## src/rtl/mult_sched.sv

```systemverilog
// Round-robin scheduler that shares one mult_4 shift-add multiplier among N_REQ requesters.
// Optional watchdog on the multiplier is enabled by defining MULT_TIMEOUT_EN.
module mult_sched #(
    parameter int N_REQ   = 4,
    parameter int OPW     = 4,
    parameter int TMO_CYC = 31
) (
    input  logic                 clk,
    input  logic                 rst,
    input  logic [N_REQ-1:0]     req,
    input  logic [N_REQ*OPW-1:0] a_in,
    input  logic [N_REQ*OPW-1:0] b_in,
    output logic [N_REQ-1:0]     gnt,
    output logic [2*OPW-1:0]     res,
    output logic [N_REQ-1:0]     res_vld,
    output logic                 busy,
    output logic                 m_init,
    output logic [OPW-1:0]       m_a,
    output logic [OPW-1:0]       m_b,
    input  logic [2*OPW-1:0]     m_pp,
    input  logic                 m_done
`ifdef MULT_TIMEOUT_EN
    ,
    output logic                 err
`endif
);

    localparam int IDXW = $clog2(N_REQ);

    if (N_REQ < 2 || N_REQ > 8) begin : g_bad_nreq
        $error("mult_sched: N_REQ must be 2..8");
    end
    if (TMO_CYC < 1 || TMO_CYC > 32) begin : g_bad_tmo
        $error("mult_sched: TMO_CYC must fit the 5-bit watchdog");
    end

    typedef enum logic [2:0] {S_IDLE, S_ARB, S_START, S_WAIT, S_DONE} state_t;

    state_t            state, state_nxt;
    logic [IDXW-1:0]   rr_ptr, idx, pick;
    logic              found;
    logic              first_wait;
    logic              done_ok;
    logic              finish;

    // First set request at or after rr_ptr, wrapping; the last winner ends up lowest priority.
    always_comb begin
        pick  = rr_ptr;
        found = 1'b0;
        for (int i = 0; i < N_REQ; i++) begin
            if (!found && req[(int'(rr_ptr) + i) % N_REQ]) begin
                found = 1'b1;
                pick  = IDXW'((int'(rr_ptr) + i) % N_REQ);
            end
        end
    end

    // A done still high from the previous operation is ignored in the first WAIT cycle.
    assign done_ok = m_done && !first_wait;

`ifdef MULT_TIMEOUT_EN
    logic [4:0] wdog;
    logic       tmo_hit;
    logic       tmo_r;

    assign tmo_hit = !done_ok && (wdog == 5'(TMO_CYC - 1));
    assign finish  = done_ok || tmo_hit;

    always_ff @(posedge clk or negedge rst) begin
        if (!rst) begin
            wdog  <= '0;
            tmo_r <= 1'b0;
        end else if (state == S_START) begin
            wdog  <= '0;
            tmo_r <= 1'b0;
        end else if (state == S_WAIT) begin
            wdog  <= wdog + 5'd1;
            tmo_r <= tmo_hit;
        end
    end
`else
    assign finish = done_ok;
`endif

    // NOTE: sequential state uses non-blocking assignments so every register samples pre-edge values.
    always_ff @(posedge clk or negedge rst) begin
        if (!rst) begin
            state <= S_IDLE;
        end else begin
            state <= state_nxt;
        end
    end

    // NOTE: every next-state path starts from a default so no latch is inferred.
    always_comb begin
        state_nxt = state;
        case (state)
            S_IDLE:  if (|req) state_nxt = S_ARB;
            S_ARB:   state_nxt = S_START;
            S_START: state_nxt = S_WAIT;
            S_WAIT:  if (finish) state_nxt = S_DONE;
            S_DONE:  state_nxt = S_IDLE;
            default: state_nxt = S_IDLE;
        endcase
    end

    always_ff @(posedge clk or negedge rst) begin
        if (!rst) begin
            rr_ptr     <= '0;
            idx        <= '0;
            gnt        <= '0;
            res        <= '0;
            m_a        <= '0;
            m_b        <= '0;
            first_wait <= 1'b0;
        end else begin
            case (state)
                S_ARB: begin
                    idx <= pick;
                    gnt <= N_REQ'(1) << pick;
                    m_a <= a_in[int'(pick)*OPW +: OPW];
                    m_b <= b_in[int'(pick)*OPW +: OPW];
                end
                S_START: first_wait <= 1'b1;
                S_WAIT: begin
                    first_wait <= 1'b0;
                    if (done_ok) begin
                        res <= m_pp;
                    end
`ifdef MULT_TIMEOUT_EN
                    else if (tmo_hit) begin
                        res <= '0;
                    end
`endif
                end
                S_DONE: begin
                    gnt    <= '0;
                    rr_ptr <= (int'(idx) == N_REQ - 1) ? '0 : idx + 1'b1;
                end
                default: ;
            endcase
        end
    end

    // gnt is one-hot on idx, so masking it with req suppresses the pulse of a dropped requester.
    always_comb begin
        busy    = (state != S_IDLE);
        m_init  = (state == S_START);
        res_vld = (state == S_DONE) ? (gnt & req) : '0;
`ifdef MULT_TIMEOUT_EN
        err     = (state == S_DONE) && tmo_r;
`endif
    end

endmodule

```

## config.mk

```make
export PLATFORM = sky130hd
export DESIGN_NAME = mult_sched
export DESIGN_NICKNAME = d
export VERILOG_FILES = /design/src/rtl/mult_sched.sv
export SDC_FILE = /design/constraint.sdc
export NUM_CORES = 1
export LEC_CHECK = 0
export CAP_MARGIN = 20
export CORE_ASPECT_RATIO = 2
export CORE_MARGIN = 2
export CORE_UTILIZATION = 42
export DETAILED_ROUTE_END_ITERATION = 8
export PLACE_DENSITY = 0.83
export SETUP_SLACK_MARGIN = 0.02
export SLEW_MARGIN = 10
export SYNTH_ARGS = -nofsm -noshare
export SYNTH_HDL_FRONTEND = slang
export SYNTH_SLANG_ARGS = --single-unit
```

## constraint.sdc

```tcl
create_clock -name clk -period 1.85 [get_ports clk]
set_input_delay 0.4625 -clock clk [delete_from_list [all_inputs] [get_ports clk]]
set_output_delay 0.4625 -clock clk [all_outputs]
set_load 0.1 [all_outputs]
```

After elaboration in Yosys (flattened, before gate mapping)
Index checks and enable logic that the tools add are counted.
{ "totals": {"register_bits": 28, "inputBits": 47, "out_inout_bits": 26, "elab_cells": 72} }
{ "classes": {"addsub": 4, "magnitude_cmp": 4, "eq_ne": 7, "shift": 3, "muxes": 24, "n_bitwise": 4, "reduce_logical": 18} }
{ "ops": {"columns": ["cell", "n"], "rows": [
  ["16-bit by 5-bit indexed part select with 4-bit output", 2],
  ["3-bit by 4-bit < comparator with 1-bit output (second input constant)", 3],
  ["3-bit one-hot mux with 4 select lines", 1],
  ["1-bit two-way mux", 10],
  ["1-bit binary-select mux with 2-bit select", 4],
  ["2-bit two-way mux", 4],
  ["4-bit one-hot mux with 2 select lines", 1],
  ["3-bit by 2-bit equality test with 1-bit output (second input constant)", 2],
  ["3-bit two-way mux", 2],
  ["2-bit OR reduction", 3],
  ["2-bit by 1-bit adder with 2-bit output (second input constant)", 2],
  ["2-bit adder (second input constant)", 2],
  ["4-bit AND", 1],
  ["1-bit logical AND", 4],
  ["1-bit logical NOT", 4],
  ["4-bit two-way mux", 1],
  ["2-bit inequality test (second input constant)", 2],
  ["2-bit AND reduction", 2],
  ["2-bit nonzero test", 2],
  ["4-bit OR reduction", 1],
  ["1-bit by 2-bit left shift with 4-bit output (first input constant)", 1],
  ["1-bit AND (first input constant)", 3],
  ["3-bit by 1-bit equality test with 1-bit output (second input constant)", 1],
  ["3-bit equality test (second input constant)", 1],
  ["other kinds (5)", 5]
]} }

Logic depth before layout (Yosys ltp)
{ "logic_depth": {"ltp_word": 16, "ltp_mapped": 7, "ltp_nobuf": 5} }

Worst setup path after synthesis
No wires, ideal clock.
{ "synth_path": {"path_type": "register -> output", "startpoint": "register state[2]", "endpoint": "output m_init", "t_arrival_ps": 1918, "setup_slack_ps": -531, "stages_incl_launch_ff": 3, "n_path_buf": 0, "path_cell_list": "dfrtp_1 nand2b_2 nor2_1"} }
{ "synth_via": {"elab_chain_cells": 1} }
{ "synth_rtl": {"columns": ["element", "line", "rtl"], "rows": [
  ["start: declaration", "39", "state_t state, state_nxt;"],
  ["start signal: assignment", "90", "state <= state_nxt;"],
  ["3-bit by 2-bit equality test with 1-bit output", "148", "m_init = (state == S_START);"],
  ["end: declaration", "17", "output logic m_init,"]
]} }
Every way passes these cells.

Worst setup path after layout
{ "layout_path": {"startpoint": "register state[0]", "endpoint": "output res_vld[0]"} }
{ "layout_via": {"elab_chain_cells": 2} }
{ "layout_rtl": {"columns": ["element", "line", "rtl"], "rows": [
  ["3-bit equality test", "149", "res_vld = (state == S_DONE) ? (gnt & req) : '0;"],
  ["4-bit two-way mux", "149", null],
  ["end: declaration", "15", "output logic [N_REQ-1:0] res_vld,"]
]} }
Every way passes these cells.

==> metrics.md <==
| Metric | Value |
|---|---|
| Outcome | `completed` |
| Prevailing post-synth register cell | `dfrtp_1` |
| #FFs+latches synth | `28` |
| Hold Path Depth | `1` |
| Port Buffers | `72` |
| # DRC | `0` |
| Ys Warns | `0` |
| Initial antenna violation count | `0` |
| Antenna cells | `0` |
| Most common cell in the synthesized netlist | `dfrtp_1` |
| Area Overhead vs Synth | `74.72%` |
| Tot GR Track Use | `between 20 and 25%` |
| Total power | `approximately 6 mW` |
| Worst slew margin | `a little under 70%` |
| Clock Skew | `between 0.007 and 0.008 ns` |
| Endpoints failing setup | `0` |
| IO Pins | `73` |
| Hold Fails Final Rpt | `0` |
| Crit Path Max Fanout | `5` |
| Actual slew at the worst max-slew pin | `0.4703 ns` |
| Critical path arrival | `roughly 1.4 ns` |
| Final period util | `99.27%` |
| DP HPWL | `about 3800 um` |
| Crit end category | `output pin` |
| Netlist cell types | `48` |
| Power Dens Cells | `2056 mW/mm2` |
| Layout cells sized above 1 | `a little under two fifths` |
| Reg-to-reg slack, setup | `roughly 0.16 ns` |
| H-Tree Depth | `1` |
| Max Clk Rate | `544.5 MHz` |
| Synth top area share | `a little over two fifths` |
| Worst EP required | `roughly 1.4 ns` |
| Critical R2R Capture | `m_b[3]` |
| CTS Buf Count | `3` |
| Die Area | `between 0.004 and 0.005 mm2` |
| CTS tree | `done` |
| First-pass GRT wire length | `8473 um` |
| Via density | `about 5.6` |
| GPL Wtd Cong | `0.7984` |
| Avg Cell Area, Syn | `approximately 11 um2` |
| # hold bufs at CTS | `0` |
| WS Path Type | `flop to output pin` |
| Clock sink count | `28` |
| Fin nets | `about 290` |
| Min-Delay Path Class | `flop to flop` |
| Total global routing overflow | `0` |
| Worst Setup Start Kind | `flop` |
| Via count | `approximately 1600` |
| Largest net degree at the start of global routing | `29` |
| Leak Pwr | `1.208 nW` |
| Hold_sp | `first_wait` |
| Asr flop ratio synth | `100.0%` |
| Unrepaired setup endpoints after global routing | `true` |
| Routed WL | `4912 um` |
| Worst setup startpoint | `state[0]` |
| Maximum VDD drop | `around 0.0016 V` |
| DR pass1 iterations | `4` |
| Fillers | `approximately 250` |
| EDFF count, synth | `0` |
| Reg2reg path depth | `6` |
| Synthesized Nets | `203` |
| Reg clk slew, reported paths | `~0.090 ns` |
| Row count | `32` |
| Worst Hold Endpoint | `first_wait` |
| Starting Density | `between 40% and 50%` |
| Post-synth top area cell | `dfrtp_1` |
| Post-route antenna net violation count | `0` |
| Core area | `roughly 0.0038 mm2` |
| Post-DR wirelength/cell | `about 17 um` |
| Worst-Skew Late Latency | `0.28 ns` |
| Root Driver | `clkbuf_8` |
| Vias in the first global route | `between 1500 and 2000` |
| Worst r2r src | `rr_ptr[1]` |
| Die X | `48.36 um` |
| Clk buf depth | `2` |
| Die height | `92.72 um` |
| Top area cells in the synthesized netlist | `dfrtp_1 (42%), mux2_4 (7.3%), mux2i_1 (4.8%)` |
| Post-Syn Area | `~0.0017 mm2` |
| Max Slew Vio Count | `0` |
| Non-Filler Instances | `approximately 290` |
| Number of max-cap violations | `0` |
| Min Clock Period, post-route | `between 1.5 and 2 ns` |
| Placed insts | `~280` |
| Cell count after synthesis | `roughly 160` |
| Sequential area share after synthesis | `around 42%` |
| Synth cell count leaders | `dfrtp_1 (28), nor2_1 (19), mux2_4 (8), mux2i_1 (8), o21ai_0 (8)` |
| Initial DRC Count | `30` |
[area by class of cell]
type	count	area (um2)	share of cell area [%]
clock buffers	3	41.29	1.430
clock inverters	1	30.03	1.040
inverters	5	18.77	0.6499
multi-input cells	113	907.1	31.41
flip-flops and latches	28	709.4	24.57
well taps	51	63.81	2.210
repair buffers	88	1117	38.69
[cells in the final DEF, fill, tap and decap left out, drive strengths merged, types with 2 or more instances in the layout]
cell type	Yosys	final
dfrtp	28	28
clkbuf	1	5
or3	2	2
nand2	5	5
a221oi	7	7
mux2i	8	8
buf	7	42
o21ai	12	12
and3	5	5
nor2b	2	2
nand2b	3	3
nor3	7	7
nor3b	2	2
mux2	9	9
clkdlybuf4s50	0	42
o31ai	2	2
nor2	20	20
inv	5	5
a21oi	6	6
a21o	2	2
o22ai	7	7
dlygate4sd2	0	2
and2	2	2
a31oi	3	3
[sequential cells by signal, summed over array words and instances, names as in the netlist]
signal,count
res,8
m_b,4
first_wait,1
m_a,4
state,3
gnt,4
idx,2
rr_ptr,2
[stage by stage]
step	hold WS, ns	worst slack (ns)	TNS (ns)	area, um2	utilization, %
floorplan	0.1669	-0.04611	-0.1845	1669	-
global placement	0.4520	-0.4449	-5.761	2754	72.40
detailed placement	0.4740	-0.5449	-6.792	2754	72.40
CTS	0.4949	0.01809	0	2887	75.89
global route	0.5046	-0.05619	-0.2044	2888	75.92
finish	0.4952	0.01342	0	2888	75.92
[metal layers]
metal,vias up,track usage (%),part of all wire [%]
met4,0,13.33,4.2
met5,-,0,0
li1,737,-,-
met3,17,3.871,4.5
met1,790,25.42,34
met2,74,44.56,57
[timing repair]
| item | 4_1_cts | 5_1_grt |
|---|---|---|
| setup endpoints to repair | 18 | 14 |
| gates resized for setup | 17 | 7 |
| setup buffers | 2 | 0 |
| pin swaps | 2 | 2 |
[critical path, stage by stage, from the launching register on]
cell     delay (ns)
dfrtp_1        0.41
nor2_2         0.12
and2_4         0.19
and3_4         0.20
buf_12         0.17
[how the worst max path moves through the flow]
stage | endpoint | slack [ns] | depth (start not counted)
final | res_vld[0] | 0.01 | 4
after global routing | res_vld[0] | -0.06 | 4
after CTS | res_vld[3] | 0.02 | 4
after detailed placement | m_b[3] | -0.54 | 6
after global placement | m_a[1] | -0.44 | 7
after floorplan | res_vld[0] | -0.05 | 4
[power breakdown]
group / switching, mW / internal, mW / total (mW) / leakage (nW)
sequential: 0.378 / 0.909 / 1.29 / 0.320
combinational: 2.51 / 1.66 / 4.17 / 0.852
clock: 0.193 / 0.290 / 0.483 / 0.0357
total: 3.08 / 2.86 / 5.94 / 1.21
[cell families after synthesis]
kind of cell               Yosys count  share of synthesized area (%)
adders and majority gates            1                         0.7569
buffers and inverters               14                          6.888
muxes                               17                          12.79
and+or+nand+nor                     50                          17.41
DFF                                 28                          42.39
AOI/OAI and AO/OA                   45                          19.76
(Power assumes the default switching activity.)
